[src/rtl/fifo_rd_packer_if.sv]
// FIFO read port plus packed valid/ready output stream of fifo_rd_packer.
// master is the packer side, slave is the FIFO/downstream side.
interface fifo_rd_packer_if #(
  parameter int WIDTH_D = 16,
  parameter int PACK    = 2
);
  logic                       r_req;
  logic                       r_empty;
  logic [WIDTH_D-1:0]         r_data;
  logic                       m_valid;
  logic                       m_ready;
  logic [WIDTH_D*PACK-1:0]    m_data;
  logic [PACK-1:0]            m_keep;

  modport master (
    output r_req,
    input  r_empty,
    input  r_data,
    output m_valid,
    input  m_ready,
    output m_data,
    output m_keep
  );

  modport slave (
    input  r_req,
    output r_empty,
    output r_data,
    input  m_valid,
    output m_ready,
    input  m_data,
    input  m_keep
  );
endinterface

[src/rtl/fifo_rd_packer.sv]
// Read-side FIFO consumer: fetches words, absorbs read latency in a small
// buffer and packs PACK words per output beat, with flush of partial beats.
module fifo_rd_packer #(
  parameter int WIDTH_D   = 16,
  parameter int PACK      = 2,
  parameter int BUF_DEPTH = 4
) (
  input  logic               r_clk,
  input  logic               r_rst,
  input  logic               en,
  input  logic               flush,
  output logic               idle,
  fifo_rd_packer_if.master   bus
);
  localparam int CW = $clog2(BUF_DEPTH + 1);
  localparam int PW = (BUF_DEPTH > 1) ? $clog2(BUF_DEPTH) : 1;
  localparam int KW = $clog2(PACK);
  localparam logic [CW:0]   DEPTH_EXT = (CW + 1)'(BUF_DEPTH);
  localparam logic [CW-1:0] DEPTH_CNT = CW'(BUF_DEPTH);
  localparam logic [PW-1:0] PTR_LAST  = PW'(BUF_DEPTH - 1);
  localparam logic [KW-1:0] CNT_LAST  = KW'(PACK - 1);

  typedef enum logic [1:0] {RUN, DRAIN, EMIT} state_t;

  state_t                  state;
  logic [WIDTH_D-1:0]      buf_mem [BUF_DEPTH];
  logic [PW-1:0]           wr_ptr;
  logic [PW-1:0]           rd_ptr;
  logic [CW-1:0]           buf_cnt;
  logic                    inflight;
  logic [WIDTH_D-1:0]      asm_word [PACK];
  logic [KW-1:0]           cnt;

  logic                    room;
  logic                    slot_free;
  logic                    pop;
  logic [WIDTH_D-1:0]      pop_word;
  logic [WIDTH_D*PACK-1:0] full_beat;
  logic [WIDTH_D*PACK-1:0] part_beat;
  logic [PACK-1:0]         part_keep;

  // Room counts the word still in flight so the buffer can never be overrun.
  assign room      = ({1'b0, buf_cnt} + (CW + 1)'(inflight)) < DEPTH_EXT;
  assign bus.r_req = !r_rst && en && !bus.r_empty && room && (state == RUN);
  assign slot_free = !bus.m_valid || bus.m_ready;
  assign pop       = (buf_cnt != '0) && ((cnt != CNT_LAST) || slot_free);
  assign pop_word  = buf_mem[rd_ptr];
  assign idle      = (buf_cnt == '0) && !inflight && (cnt == '0) &&
                     !bus.m_valid && (state == RUN);

  always_comb begin
    full_beat = '0;
    part_beat = '0;
    part_keep = '0;
    for (int i = 0; i < PACK; i++) begin
      if (i == PACK - 1) begin
        full_beat[i*WIDTH_D +: WIDTH_D] = pop_word;
      end else begin
        full_beat[i*WIDTH_D +: WIDTH_D] = asm_word[i];
      end
      if (i < int'(cnt)) begin
        part_beat[i*WIDTH_D +: WIDTH_D] = asm_word[i];
        part_keep[i]                    = 1'b1;
      end
    end
  end

  always_ff @(posedge r_clk) begin
    if (r_rst) begin
      state       <= RUN;
      wr_ptr      <= '0;
      rd_ptr      <= '0;
      buf_cnt     <= '0;
      inflight    <= 1'b0;
      cnt         <= '0;
      bus.m_valid <= 1'b0;
      bus.m_data  <= '0;
      bus.m_keep  <= '0;
    end else begin
      assert (!(inflight && !pop && (buf_cnt == DEPTH_CNT)));
      inflight <= bus.r_req;
      if (inflight) begin
        buf_mem[wr_ptr] <= bus.r_data;
        wr_ptr          <= (wr_ptr == PTR_LAST) ? '0 : wr_ptr + 1'b1;
      end
      if (pop) begin
        rd_ptr <= (rd_ptr == PTR_LAST) ? '0 : rd_ptr + 1'b1;
      end
      buf_cnt <= buf_cnt + CW'(inflight) - CW'(pop);

      if (bus.m_valid && bus.m_ready) begin
        bus.m_valid <= 1'b0;
      end

      // The final word of a beat bypasses the assembly register straight out.
      if (pop) begin
        if (cnt == CNT_LAST) begin
          bus.m_data  <= full_beat;
          bus.m_keep  <= '1;
          bus.m_valid <= 1'b1;
          cnt         <= '0;
        end else begin
          asm_word[cnt] <= pop_word;
          cnt           <= cnt + 1'b1;
        end
      end

      case (state)
        RUN: begin
          if (flush) state <= DRAIN;
        end
        DRAIN: begin
          if (!inflight && (buf_cnt == '0)) begin
            state <= (cnt != '0) ? EMIT : RUN;
          end
        end
        EMIT: begin
          if (slot_free) begin
            bus.m_data  <= part_beat;
            bus.m_keep  <= part_keep;
            bus.m_valid <= 1'b1;
            cnt         <= '0;
            state       <= RUN;
          end
        end
        default: state <= RUN;
      endcase
    end
  end
endmodule

[src/flat_wrapper.sv]
// flat-port wrapper written by rule: the top's interface ports become plain ports
module fifo_rd_packer_flat 
#(
  parameter int WIDTH_D   = 16,
  parameter int PACK      = 2,
  parameter int BUF_DEPTH = 4
)
  (r_clk, r_rst, en, flush, idle, bus_r_req, bus_r_empty, bus_r_data, bus_m_valid, bus_m_ready, bus_m_data, bus_m_keep);
  fifo_rd_packer_if #(.WIDTH_D(WIDTH_D), .PACK(PACK)) bus_i ();
  input  logic r_clk;
  input  logic r_rst;
  input  logic en;
  input  logic flush;
  output logic idle;
  output wire logic [$bits(bus_i.r_req)-1:0] bus_r_req;
  input wire logic [$bits(bus_i.r_empty)-1:0] bus_r_empty;
  input wire logic [$bits(bus_i.r_data)-1:0] bus_r_data;
  output wire logic [$bits(bus_i.m_valid)-1:0] bus_m_valid;
  input wire logic [$bits(bus_i.m_ready)-1:0] bus_m_ready;
  output wire logic [$bits(bus_i.m_data)-1:0] bus_m_data;
  output wire logic [$bits(bus_i.m_keep)-1:0] bus_m_keep;
  assign bus_r_req = bus_i.r_req;
  assign bus_i.r_empty = bus_r_empty;
  assign bus_i.r_data = bus_r_data;
  assign bus_m_valid = bus_i.m_valid;
  assign bus_i.m_ready = bus_m_ready;
  assign bus_m_data = bus_i.m_data;
  assign bus_m_keep = bus_i.m_keep;
  fifo_rd_packer #(.WIDTH_D(WIDTH_D), .PACK(PACK), .BUF_DEPTH(BUF_DEPTH)) u_core (.r_clk(r_clk), .r_rst(r_rst), .en(en), .flush(flush), .idle(idle), .bus(bus_i));
endmodule
[config.mk]
export PLATFORM = sky130hd
export DESIGN_NAME = fifo_rd_packer_flat
export DESIGN_NICKNAME = d
export VERILOG_FILES = /design/src/rtl/fifo_rd_packer_if.sv /design/src/rtl/fifo_rd_packer.sv /design/src/flat_wrapper.sv
export SDC_FILE = /design/constraint.sdc
export NUM_CORES = 1
export LEC_CHECK = 0
export ABC_CLOCK_PERIOD_IN_PS = 2300
export CAP_MARGIN = 40
export CORE_ASPECT_RATIO = 0.6
export CORE_MARGIN = 10
export CORE_UTILIZATION = 49
export DETAILED_ROUTE_END_ITERATION = 8
export PLACE_DENSITY = 0.86
export SLEW_MARGIN = 25
export SYNTH_ARGS = -nofsm -noshare
export SYNTH_HDL_FRONTEND = slang
export SYNTH_SLANG_ARGS = --single-unit
[constraint.sdc]
create_clock -name r_clk -period 2.3 [get_ports r_clk]
set_input_delay 0.23 -clock r_clk [delete_from_list [all_inputs] [get_ports r_clk]]
set_output_delay 0.23 -clock r_clk [all_outputs]
set_load 0.01 [all_outputs]
==> metrics.md <==
| Metric | Value |
|---|---|
| Mux share of post-synthesis cell area | 0.0765 |
| IO Pins | 59 |
| RR Endpoint | u_core.buf_cnt[1]$_SDFF_PP0_ |
| First-pass GRT wire length | 17500 µm |
| Cts bufs inserted | 17 |
| Syn Nets | 346 |
| Top cells by area, synth | edfxtp_1 (50%), dfxtp_1 (20%), mux4_2 (7.4%) |
| Crit Path Max Fanout | 6 |
| Port Buf Inserts | between 50 and 60 |
| Commonest non-fill, non-tap cell in the layout | edfxtp_1 |
| Vias in the first global route | 3186 |
| Final Max Tran Viols | 0 |
| Clock sink count | 128 |
| Cell Chain, Critical Path | or2_2 -> a21oi_1 -> o21a_1 -> clkdlybuf4s50_1 |
| Commonest non-fill, non-tap cells in the layout | edfxtp_1 (80), clkdlybuf4s50_1 (57), dfxtp_1 (47) |
| Max-Cap Viols | 0 |
| CTS tree | built |
| Filler Cell Count | 689 |
| Core region area | 0.00939 mm² |
| Die height | 97.0 µm |
| Origin of the critical flop-to-flop path | u_core.cnt$_SDFF_PP0_ |
| DR top layer | met4 |
| Synth unique cells | 41 |
| Reg2Reg Setup Slack | 0.38 ns |
| Post-synthesis xor/xnor area fraction | 0.00181 |
| Adder-cell area share of the yosys netlist | 0.0222 |
| Worst R2R Path Depth | 6 |
| Leak Pwr | 2.08 nW |
| Antenna cells | 0 |
| GPL Wtd Cong | 0.816 |
| Root Driver | clkbuf_16 |
| Clock power share | 0.322 |
| RSZ-0062 raised after global routing | no |
| Clk buf depth | 2 |
| Post-Syn Area | 0.00484 mm² |
| Slowest stage cell, crit path | clkdlybuf4s50_1 |
| HP Class | primary input to flop |
| Vias per inst | 5.88 |
| Drt total wl | 11300 µm |
| Seq pwr share | 0.398 |
| DR WL met2 | 5020 µm |
| Die Wd | 148 µm |
| Skew final | between 0.006 and 0.007 ns |
| # rows | 27 |
| Share of the synthesized area in the top cell type | 0.497 |
| Total negative slack | 0 ns |
| Combinational share of power | 0.280 |
| Post-CTS Setup Inserts | 0 |
| Complex-gate fraction of the synthesized area | 0.103 |
| Hold EP | u_core.state[0]$_SDFFE_PP0P_ |
| Synthesized area per cell | 15.3 µm² |
| Post-synthesis simple-gate area fraction | 0.0747 |
| NumNets Final | roughly 410 |
| Switching share of power | 0.307 |
| Critical Path Source | u_core.buf_cnt[1]$_SDFF_PP0_ |
| Worst hold start | flush |
| Initial antenna violation count | 0 |
| H-Tree Depth | 4 |
| First-pass iteration count of the detailed router | 5 |
| Total die area | about 0.014 mm² |
| Worst VDD drop | 0.607 mV |
| Critical Path AT | 1.95 ns |
| Overflow after GRT | 0 |
| Tot Pwr | 7.78 mW |
| Worst Setup End Kind | output port |
| Largest family of logic cells by synthesized area | compound AO/OA/AOI/OAI gates |
| Worst Path Required | a little over 2 ns |
| Max Clk Rate | 0.458 GHz |
| P&R area growth vs syn | 27.5% |
| Cells after Synth | ~320 |
| Final setup fails | 0 |
| Iter 0 DRT Violations | 244 |
| Post-detailed-route count of antenna-violating nets | 0 |
| Pint | 5.40 mW |
| Final Hold Fails | 0 |
| Startpoint class of the critical path | flop |
| Sw Pwr | 2.39 mW |
| WL/cell | 21.4 µm |
| Synthesized flop and latch total | roughly 130 |
| Cell accounting for the most synthesized area | edfxtp_1 |
| Tmin final | 2.18 ns |
| GRT Util Overall | 0.158 |
| Worst-skew pair later-pin latency | 0.41 ns |
| Met1 wire length | 4960 µm |
| DP HPWL | 7610 µm |
| Initial core utilization | 0.515 |
| DR vias | 3097 |
| Slew HR | 0.489 |
| Synth Warn # | 0 |
| Crit share post-route | 0.949 |
| Fraction of layout cells with a size suffix above 1 | 0.169 |
| Largest net degree at the start of global routing | 23 |
| Crit Path Category | flop to output port |
| CP max stage delay | 0.54 ns |
| Hold Path Stages | 3 |
| Met3 routed WL | 1100 µm |
| Sequential area share after synthesis | 0.695 |
| PwrDens | 1260 mW/mm² |
| Clk slew on worst S/H paths | roughly 0.05 ns |
| Slew @ Worst Pin | 0.767 ns |
| Drt drc | 0 |
| Status | finished, final reports clean |
[power groups by stage]
stage               Sequential (mW)  Combinational, mW  Clock (mW)
detailed placement             3.13               2.17           0
finish                         3.10               2.18        2.50
floorplan                      3.14               1.22           0
CTS                            3.09               2.17        2.54
global route                   3.14               2.34        2.65
global placement               3.11               2.06           0
[layout make-up]
type	count	area (µm²)	share of cell area
well taps	130	163	0.0264
multi-input cells	157	1370	0.222
clock inverters	14	124	0.0201
repair buffers	74	697	0.113
inverters	6	22.5	0.00365
clock buffers	18	429	0.0696
flip-flops and latches	128	3360	0.545
[worst max-delay path: cells and delay by family, from the launching register on]
kind / cells / cell delay, ns
buf+inv: 1 / 0.54
flops: 1 / 0.37
compound gates: 2 / 0.32
simple gates: 1 / 0.31
[what timing repair did]
item / CTS / global route
endpoints found under the hold margin: 0 / 0
gates resized for setup: 1 / 2
hold buffers: 0 / 0
endpoints found under the setup margin: 1 / 1
[per-layer routing]
metal / global-route usage / up-vias
li1: - / 1395
met1: 0.204 / 1533
met2: 0.228 / 150
met3: 0.0696 / 19
met4: 0.0610 / 0
met5: 0 / -
[how the worst max path moves through the flow]
stage,endpoint,cells after the start
6_report,bus_r_req,4
3_3_place_gp,u_core.buf_cnt[1]$_SDFF_PP0_,7
5_1_grt,bus_r_req,4
4_1_cts,bus_r_req,4
3_5_place_dp,u_core.buf_cnt[1]$_SDFF_PP0_,7
2_1_floorplan,u_core.asm_word[0][0]$_DFFE_PP_,3
[kinds of logic after synthesis]
kind of cell / Yosys count
flops: 128
fa+ha+maj: 8
xor+xnor: 1
simple gates: 61
compound gates: 70
mux: 17
buf+inv: 31
[synth_stat cells, drive strengths merged]
| cell type | number |
|---|---|
| a2111oi | 2 |
| a21o | 1 |
| o21a | 2 |
| nor3 | 4 |
| nor4 | 1 |
| or3 | 2 |
| ha | 7 |
| nand4 | 18 |
| and2 | 4 |
| or4 | 3 |
| o32ai | 3 |
| nand3b | 1 |
| a211oi | 1 |
| nor2b | 4 |
| nand2b | 9 |
| inv | 6 |
| nand2 | 4 |
| nor3b | 1 |
| dfxtp | 48 |
| nor2 | 7 |
| fa | 1 |
| xor2 | 1 |
| a31oi | 1 |
| a32o | 13 |
| mux4 | 16 |
| o21ai | 2 |
| o31ai | 16 |
| o211ai | 1 |
| edfxtp | 80 |
| mux2i | 1 |
| nand3 | 1 |
| and3b | 1 |
| clkbuf | 14 |
| buf | 11 |
| a221oi | 1 |
| or2 | 1 |
| a21oi | 27 |
[per-stage QoR]
stage	hold WS, ns	instances	cell area, µm²	utilization	setup WS (ns)
2_1_floorplan	0.329	316	4840	-	0.435
3_3_place_gp	0.441	494	5590	0.596	0.119
3_5_place_dp	0.447	494	5610	0.597	0.0389
4_1_cts	0.430	526	6160	0.656	0.0573
5_1_grt	0.451	527	6170	0.657	0.0464
6_report	0.441	527	6170	0.657	0.117
[sequential cells by signal, indices dropped and copies added (netlist names), named ones only]
signal and count:
u_core.buf_cnt 3, u_core.rd_ptr 2, u_core.bus.m_keep 2, u_core.bus.m_data 32
u_core.state 2, u_core.asm_word 16, u_core.bus.m_valid 1, u_core.inflight 1
u_core.buf_mem 64, u_core.wr_ptr 2, u_core.cnt 1
No activity file was read; power rests on OpenSTA's default activity.
